<file path="src/rtl/fetch_pkg.sv">
// Shared types and helpers for the instruction fetch controller.
package fetch_pkg;

  typedef enum logic [1:0] {
    IDLE  = 2'd0,
    FETCH = 2'd1,
    HALT  = 2'd2,
    FAULT = 2'd3
  } state_e;

  localparam int INSTR_BYTES = 4;
  localparam int WORD_W      = 32;

  // Widened to 33 bits so a target near 2^32 cannot wrap into range.
  function automatic logic is_legal_target(input logic [WORD_W-1:0] addr,
                                           input int unsigned       mem_bytes);
    logic [WORD_W:0] end_addr;
    end_addr = {1'b0, addr} + (WORD_W+1)'(INSTR_BYTES);
    return (addr[1:0] == 2'b00) && (end_addr <= (WORD_W+1)'(mem_bytes));
  endfunction

endpackage

</file>
<file path="src/rtl/fetch_controller_if.sv">
// Memory-side and decode-side signals of the fetch controller.
interface fetch_controller_if #(
  parameter int CNT_W = 16
);
  import fetch_pkg::*;

  logic              start;
  logic [WORD_W-1:0] pc;
  logic [WORD_W-1:0] instr_in;
  logic [WORD_W-1:0] instr_out;
  logic [WORD_W-1:0] instr_pc;
  logic              instr_valid;
  logic              instr_ready;
  logic              redirect_valid;
  logic [WORD_W-1:0] redirect_target;
  logic              halted;
  logic              fault;
  logic [CNT_W-1:0]  fetch_count;

  modport master (
    input  start, instr_in, instr_ready, redirect_valid, redirect_target,
    output pc, instr_out, instr_pc, instr_valid, halted, fault, fetch_count
  );

  modport slave (
    output start, instr_in, instr_ready, redirect_valid, redirect_target,
    input  pc, instr_out, instr_pc, instr_valid, halted, fault, fetch_count
  );

endinterface

</file>
<file path="src/rtl/fetch_controller.sv">
// Program counter, output register and control FSM between a combinational
// instruction memory and the decode stage.
module fetch_controller
  import fetch_pkg::*;
#(
  parameter int unsigned RESET_PC  = 0,
  parameter int unsigned MEM_BYTES = 32,
  parameter int unsigned PROG_END  = 24,
  parameter int          CNT_W     = 16
) (
  input  logic               clk,
  input  logic               rst,
  fetch_controller_if.master bus
);

  state_e            state_q, state_d;
  logic [WORD_W-1:0] pc_q, pc_d;
  logic [WORD_W-1:0] instr_out_q, instr_out_d;
  logic [WORD_W-1:0] instr_pc_q, instr_pc_d;
  logic              valid_q, valid_d;
  logic              fault_q, fault_d;
  logic [CNT_W-1:0]  cnt_q, cnt_d;

  logic fetch_opp;
  logic target_ok;

  assign fetch_opp = !valid_q || bus.instr_ready;
  assign target_ok = is_legal_target(bus.redirect_target, MEM_BYTES);

  always_ff @(posedge clk or negedge rst) begin
    if (!rst) begin
      state_q     <= IDLE;
      pc_q        <= WORD_W'(RESET_PC);
      instr_out_q <= '0;
      instr_pc_q  <= '0;
      valid_q     <= 1'b0;
      fault_q     <= 1'b0;
      cnt_q       <= '0;
    end else begin
      state_q     <= state_d;
      pc_q        <= pc_d;
      instr_out_q <= instr_out_d;
      instr_pc_q  <= instr_pc_d;
      valid_q     <= valid_d;
      fault_q     <= fault_d;
      cnt_q       <= cnt_d;
    end
  end

  always_comb begin
    state_d     = state_q;
    pc_d        = pc_q;
    instr_out_d = instr_out_q;
    instr_pc_d  = instr_pc_q;
    valid_d     = valid_q;
    fault_d     = fault_q;
    cnt_d       = cnt_q;

    case (state_q)
      IDLE: begin
        if (bus.start) state_d = FETCH;
      end

      FETCH, HALT: begin
        // A redirect flushes the held word even when decode is taking it.
        if (bus.redirect_valid) begin
          valid_d = 1'b0;
          if (target_ok) begin
            pc_d    = bus.redirect_target;
            state_d = FETCH;
          end else begin
            state_d = FAULT;
            fault_d = 1'b1;
          end
        end else if (state_q == FETCH) begin
          if (fetch_opp) begin
            if (pc_q == WORD_W'(PROG_END)) begin
              state_d = HALT;
              valid_d = 1'b0;
            end else begin
              instr_out_d = bus.instr_in;
              instr_pc_d  = pc_q;
              valid_d     = 1'b1;
              pc_d        = pc_q + WORD_W'(INSTR_BYTES);
              cnt_d       = (cnt_q == '1) ? cnt_q : cnt_q + 1'b1;
            end
          end
        end else if (valid_q && bus.instr_ready) begin
          valid_d = 1'b0;
        end
      end

      default: begin
        valid_d = 1'b0;
      end
    endcase
  end

  assign bus.pc          = pc_q;
  assign bus.instr_out   = instr_out_q;
  assign bus.instr_pc    = instr_pc_q;
  assign bus.instr_valid = valid_q;
  assign bus.halted      = (state_q == HALT) && !valid_q;
  assign bus.fault       = fault_q;
  assign bus.fetch_count = cnt_q;

endmodule

</file>
<file path="src/flat_wrapper.sv">
// flat-port wrapper written by rule: the top's interface ports become plain ports
module fetch_controller_flat import fetch_pkg::*;
#(
  parameter int unsigned RESET_PC  = 0,
  parameter int unsigned MEM_BYTES = 32,
  parameter int unsigned PROG_END  = 24,
  parameter int          CNT_W     = 16
)
  (clk, rst, bus_start, bus_instr_in, bus_instr_ready, bus_redirect_valid, bus_redirect_target, bus_pc, bus_instr_out, bus_instr_pc, bus_instr_valid, bus_halted, bus_fault, bus_fetch_count);
  fetch_controller_if #(.CNT_W(CNT_W)) bus_i ();
  input  logic clk;
  input  logic rst;
  input wire logic [$bits(bus_i.start)-1:0] bus_start;
  input wire logic [$bits(bus_i.instr_in)-1:0] bus_instr_in;
  input wire logic [$bits(bus_i.instr_ready)-1:0] bus_instr_ready;
  input wire logic [$bits(bus_i.redirect_valid)-1:0] bus_redirect_valid;
  input wire logic [$bits(bus_i.redirect_target)-1:0] bus_redirect_target;
  output wire logic [$bits(bus_i.pc)-1:0] bus_pc;
  output wire logic [$bits(bus_i.instr_out)-1:0] bus_instr_out;
  output wire logic [$bits(bus_i.instr_pc)-1:0] bus_instr_pc;
  output wire logic [$bits(bus_i.instr_valid)-1:0] bus_instr_valid;
  output wire logic [$bits(bus_i.halted)-1:0] bus_halted;
  output wire logic [$bits(bus_i.fault)-1:0] bus_fault;
  output wire logic [$bits(bus_i.fetch_count)-1:0] bus_fetch_count;
  assign bus_i.start = bus_start;
  assign bus_i.instr_in = bus_instr_in;
  assign bus_i.instr_ready = bus_instr_ready;
  assign bus_i.redirect_valid = bus_redirect_valid;
  assign bus_i.redirect_target = bus_redirect_target;
  assign bus_pc = bus_i.pc;
  assign bus_instr_out = bus_i.instr_out;
  assign bus_instr_pc = bus_i.instr_pc;
  assign bus_instr_valid = bus_i.instr_valid;
  assign bus_halted = bus_i.halted;
  assign bus_fault = bus_i.fault;
  assign bus_fetch_count = bus_i.fetch_count;
  fetch_controller #(.RESET_PC(RESET_PC), .MEM_BYTES(MEM_BYTES), .PROG_END(PROG_END), .CNT_W(CNT_W)) u_core (.clk(clk), .rst(rst), .bus(bus_i));
endmodule
</file>
<file path="config.mk">
export PLATFORM = sky130hd
export DESIGN_NAME = fetch_controller_flat
export DESIGN_NICKNAME = d
export VERILOG_FILES = /design/src/rtl/fetch_pkg.sv /design/src/rtl/fetch_controller_if.sv /design/src/rtl/fetch_controller.sv /design/src/flat_wrapper.sv
export SDC_FILE = /design/constraint.sdc
export NUM_CORES = 1
export LEC_CHECK = 0
export ABC_AREA = 1
export BUFFER_PORTS_ARGS = -buffer_cell sky130_fd_sc_hd__buf_2
export CAP_MARGIN = 20
export CORE_AREA = 2 2 124 126
export DETAILED_ROUTE_END_ITERATION = 7
export DIE_AREA = 0 0 126 128
export GPL_TIMING_DRIVEN = 0
export MAX_ROUTING_LAYER = met4
export PLACE_DENSITY = 0.76
export SLEW_MARGIN = 10
export SYNTH_ARGS = -nofsm -noshare
export SYNTH_HDL_FRONTEND = slang
export SYNTH_SLANG_ARGS = --single-unit
</file>
<file path="constraint.sdc">
create_clock -name clk -period 2 [get_ports clk]
set_input_delay 0.2 -clock clk [delete_from_list [all_inputs] [get_ports clk]]
set_output_delay 0.2 -clock clk [all_outputs]
set_load 0.05 [all_outputs]
</file>
After elaboration in Yosys (flattened, before gate mapping)

Index checks and enable logic that the tools add are counted.
W data, S select, Z words.

Add/sub/neg operators: 3
Order comparisons: 1
Equality and inequality tests: 12
Mux-type cells: 18
Bitwise gates (word level): 5
Reduce and logical (&&, ||, !) cells: 17

Operators with widths:

| kind                    | count |
|---|---|
| $mux W32                | 5 |
| $add A32 B3 Y33 const B | 1 |
| $le A33 B6 Y1 const B   | 1 |
| $add A32 B3 Y32 const B | 1 |
| $eq A32 B5 Y1 const B   | 1 |
| $add A16 B1 Y16 const B | 1 |
| $eq A16 B16 Y1 const B  | 1 |
| $reduce_and A5 Y1       | 3 |
| $mux W2                 | 6 |
| $ne A3 B2 Y1 const B    | 3 |
| $reduce_and A3 Y1       | 2 |
| $reduce_and A6 Y1       | 1 |
| $reduce_bool A2 Y1      | 3 |
| $mux W1                 | 5 |
| $not A1 Y1              | 5 |
| $logic_not A2 Y1        | 2 |
| $ne A2 B2 Y1 const B    | 2 |
| $ne A4 B2 Y1 const B    | 1 |
| $ne A4 B3 Y1 const B    | 1 |
| $pmux W2 S2             | 1 |
| $logic_and A1 B1 Y1     | 3 |
| $eq A2 B1 Y1 const B    | 1 |
| $eq A2 B2 Y1 const B    | 1 |
| $ne A2 B1 Y1 const B    | 1 |
| 4 further kinds         | 4 |

Register bits: 116
Input bits: 69
Output and inout bits: 115

Logic depth before layout (Yosys ltp)

Word-level depth: 6
Gate-level depth with buffers: 17
Depth with buffers taken out: 15

Worst setup path before layout

No wires, ideal clock.

Path type: reg-to-reg
Start point: reg u_core.cnt_q[0], in the netlist u_core.bus.fetch_count[0]
End point: reg u_core.cnt_q[10], in the netlist u_core.bus.fetch_count[10]
Data arrival time: 2,340 ps
Data required time: 1,870 ps
Slack: -470 ps
Stages on the path, launching flop included: 10
Cell sequence: dfrtp_1 > ha_1 > inv_1 > nor4_1 > nand4_1 > nor3_1 > nand2_1 > nand3_1 > clkbuf_1 > o21ai_0

Word-level cells in the longest chain between the ends: 3
Elaborated cells between the ends (all ways): 4
Classes of those cells: add/sub: 1; eq/ne: 1; bitwise: 1; reduce/logical: 1

Ends and longest elaborated chain:

| element                                                 | line                   | source |
|---|---|---|
| start: declaration                                      | fetch_controller.sv:22 | `logic [CNT_W-1:0] cnt_q, cnt_d;` |
| start signal: assignment                                | fetch_controller.sv:46 | `cnt_q <= cnt_d;` |
| branches (longest 3 deep; another with $add A16 B1 Y16) | n/a                    |  |

Parallel ways; which one is timed is not known.
A chain may end at the register's enable or synchronous reset.

Worst setup path after layout

Start point: reg u_core.pc_q[3], in the netlist u_core.bus.pc[3]
End point: reg u_core.pc_q[18], in the netlist u_core.bus.pc[18]

Word-level cells in the longest chain between the ends: 5
Elaborated cells between the ends (all ways): 8
Classes of those cells: add/sub: 1; eq/ne: 2; mux: 4; reduce/logical: 1

Ends and longest elaborated chain:

| element                  | line                   | source |
|---|---|---|
| start: declaration       | fetch_controller.sv:17 | `logic [WORD_W-1:0] pc_q, pc_d;` |
| start signal: assignment | fetch_controller.sv:33 | `pc_q <= WORD_W'(RESET_PC);` |
| start signal: assignment | fetch_controller.sv:41 | `pc_q <= pc_d;` |
| $add A32 B3 Y32          | fetch_controller.sv:84 | `pc_d = pc_q + WORD_W'(INSTR_BYTES);` |
| $mux W32                 | fetch_controller.sv:77 | `if (pc_q == WORD_W'(PROG_END)) begin` |
| $mux W32                 | fetch_controller.sv:76 | `if (fetch_opp) begin` |
| $mux W32                 | fetch_controller.sv:75 | `end else if (state_q == FETCH) begin` |
| $mux W32                 | fetch_controller.sv:66 | `if (bus.redirect_valid) begin` |

Several ways; a longest one is shown, not always the timed one. The select of a mux whose other input is x is not followed.

==> reports/results.ini <==
[outcome]
status = finished with violations
violations = negative setup slack

[sta]
setup_violations = 20
rsz0062_at_grt = true
final.setup.worst_slack_ns = -0.176
max_freq_ghz = 0.460
slew_headroom = 0.570
hold_violations = 0
finClkSkew_ns = 0.00916
worstMarginPinSlew_ns = 0.645
fin_crit_ns = 2.18
fin_crit_sh = 1.09
maxSlewViolCount = 0

[clock_tree]
cts_tree = built
htree_num_levels = 4
cts_root_buf = clkbuf_16
cts_made_buffers = 17
cts_num_sinks = 116
clk_pin_slew_ns = 0.06
clk_latency_ns = 0.42
cts_buffer_depth = 2

[power_and_ir_drop]
leakagePower_uw = 0.00500
powerDensity_nw_per_um2 = 1570
irDropWorstVdd_mv = 0.713

[finish]
syn2layout_area_growth_pct = 37.9
final_util = 0.658
n_fill_cell = 1271
finish.net_count = 1332
drive_gt1_frac = 0.300
final_area_um2 = 9780
num_antenna_cells = 0

[synthesis]
syn_area_per_cell_um2 = 6.98
synth_nets = 1092
synthTopCellsByArea = dfrtp_1 41%, nand2_1 16%, o21ai_0 7.5%
ys_types = 36
synth_area_leader_cell = dfrtp_1
yosysTopAreaCellShare = 0.409
synthCells = 1016
synth.cell_area_um2 = 7090
ys_warn_count = 0
yosysSeqAreaShare = 0.409
ys_ff_latch = 116

[setup_path]
cp_slowest_cell = dfrtp_2
slowest_delay_ns = 0.45
endpoint_kind = flop
r2r-end = u_core.bus.pc[18]
cp_data_required_time_ns = 2.31
regToRegStartpoint = u_core.bus.pc[3]
crit_fanout = 6
arrival_ns = 2.49
r2r_cells = 13
reg2reg_slack_ns = -0.18
critPathMostFrequentCell = nand2_1
crit_type = flop to flop
crit_chain = ha_4 > clkinvlp_4 > nor3_2 > nand2_1 > nor2_1 > inv_1 > nor2_4 > inv_2 > nor2_2 > xor2_1 > o21ai_1 > nand2_1 > nand2_1
worstSetupStartpointType = flop

[run]
cap_violations = 0

[floorplanning]
die-area_um2 = 16100
initial_core_util = 0.477
rows = 45
ios = 184
die_h_um = 128
placeableCoreArea_um2 = 14900
die_w_um = 126

[drt]
drt_iter0_drc = 752
final_antenna_net_count = 0
vias = 7824
dr.pass1.iters = 5
met1Wirelength_um = 9660
wl_per_cell_um = 16.1
wl_met3_um = 2070
met2_length_um = 10700
highest_layer = met4
drcViolationCount = 0
via_per_inst = 5.37
wl_um = 23400

[grt]
grt_usage = 0.279
antenna_found_initial = 0
grt_max_degree = 78
gr-total-overflow = 0
grt_pass1_wl_um = 35000
grt_pass1_vias = 6840

[placed_design]
gp_congestion = 0.993
hpwl_um = 16300
dpl_cell_area_um2 = 8400
portBuffers = 182

[hold_path]
holdPathEnd = u_core.bus.instr_out[30]
hold_depth = 3
hold_path_class = input pin to flop
hold_path_startpoint = bus_instr_in[30]

==> logic make-up (layout without fill, tap and decap cells) <==
kind of cell | count (synthesis) | after routing | share of synthesized area
xor gates and xnor gates | 36 | 36 | 0.0445
and+or+nand+nor | 552 | 552 | 0.343
AOI/OAI and AO/OA | 125 | 125 | 0.0917
adders and majority gates | 7 | 7 | 0.0123
buffers and inverters | 180 | 433 | 0.0988
DFF | 116 | 116 | 0.409
==> Yosys cell counts, drive strengths merged <==
cell type and n:
clkbuf 24, a22oi 1, or2 1, xor2 30, dfrtp 116, nor2 87, a21oi 8, o22ai 1
buf 11, nand3 81, nand4 31, a21o 1, o21ai 106, nor4 14, and2 2, inv 143
clkinv 2, ha 7, xnor2 6, nor3 22, nand3b 1, o21bai 2, a31oi 4, o31ai 2
nand2 313
==> worst max-delay path by stage <==
stage / to / startpoint / depth (start not counted)
floorplan: u_core.bus.instr_out[10] / u_core.bus.pc[2] / 10
global placement: u_core.bus.pc[26] / rst / 1
detailed placement: u_core.bus.instr_pc[4] / u_core.bus.pc[2] / 10
CTS: u_core.bus.fetch_count[4] / u_core.bus.pc[19] / 10
global route: u_core.bus.pc[18] / u_core.bus.pc[3] / 13
finish: u_core.bus.pc[18] / u_core.bus.pc[3] / 13
==> repair_timing <==
action | CTS | global route
endpoints found under the setup margin | 112 | 110
gates cloned | 0 | 2
hold endpoints to repair | 39 | 0
resized for setup | 49 | 92
hold buffers | 1 | 0
pin swaps | 5 | 25
buffers inserted | 5 | 34
==> per-stage QoR <==
stage                     instances  hold WS, ns  setup slack (ns)  TNS (ns)  power [µW]
after floorplan                1016      -0.0956          0.000877         0        9310
after global placement         1386        0.436            -0.877   -133.82       11200
after detailed placement       1387        0.139            -0.588    -54.19       11300
after CTS                      1425       0.0200          0.000131         0       14700
after global routing           1457       0.0360            -0.262     -3.78       16100
final                          1457       0.0189            -0.176     -1.11       15400
==> report_power, final <==
group / switching (µW) / internal (µW) / total, µW
sequential: 885 / 3280 / 4160
clock: 1060 / 2020 / 3080
combinational: 5910 / 2200 / 8110
total: 7860 / 7490 / 15400
==> cell type report <==
| cell class | count | area [µm²] | area share |
|---|---|---|---|
| Buffer | 31 | 287 | 0.0293 |
| Clock buffer | 23 | 468 | 0.0478 |
| Clock inverter | 9 | 128 | 0.0130 |
| Inverter | 145 | 558 | 0.0571 |
| Multi-Input combinational cell | 720 | 3850 | 0.394 |
| Sequential cell | 116 | 2930 | 0.299 |
| Tap cell | 188 | 235 | 0.0241 |
| Timing Repair Buffer | 225 | 1330 | 0.136 |
==> placed cells by master, fill, tap and decap left out, drive strengths merged <==
cell,netlist,layout
nor3,22,22
nand3,81,81
o21bai,2,2
a21o,1,1
nor2,87,87
or2,1,1
nand3b,1,1
a31oi,4,4
inv,143,142
a22oi,1,1
o21ai,106,106
nand4,31,31
a21oi,8,8
o31ai,2,2
ha,7,7
dfrtp,116,116
o22ai,1,1
nand2,313,313
and2,2,2
clkinv,2,8
clkinvlp,0,1
bufinv,0,3
dlygate4sd3,0,1
clkbuf,24,33
buf,11,245
nor4,14,14
xor2,30,30
xnor2,6,6
==> worst max-delay path: cells and delay by family, from the launching register on <==
family | cells | cell delay (ns)
simple gates | 7 | 0.80
flops | 1 | 0.45
buf+inv | 3 | 0.31
xor+xnor | 1 | 0.23
fa+ha+maj | 1 | 0.17
compound gates | 1 | 0.08
==> sequential cells by signal, summed over array words and instances, names as in the netlist <==
register / flops
u_core.bus.instr_out: 32
u_core.bus.instr_pc: 32
u_core.bus.pc: 32
u_core.bus.fetch_count: 16
u_core.state_q: 2
u_core.bus.fault: 1
u_core.bus.instr_valid: 1
==> layer usage <==
metal,up-vias,global-route usage
li1,3733,-
met1,3584,0.370
met2,426,0.437
met3,81,0.0543
met4,0,0.0853
met5,-,-
Note: power is estimated with default switching activity, not from simulation.
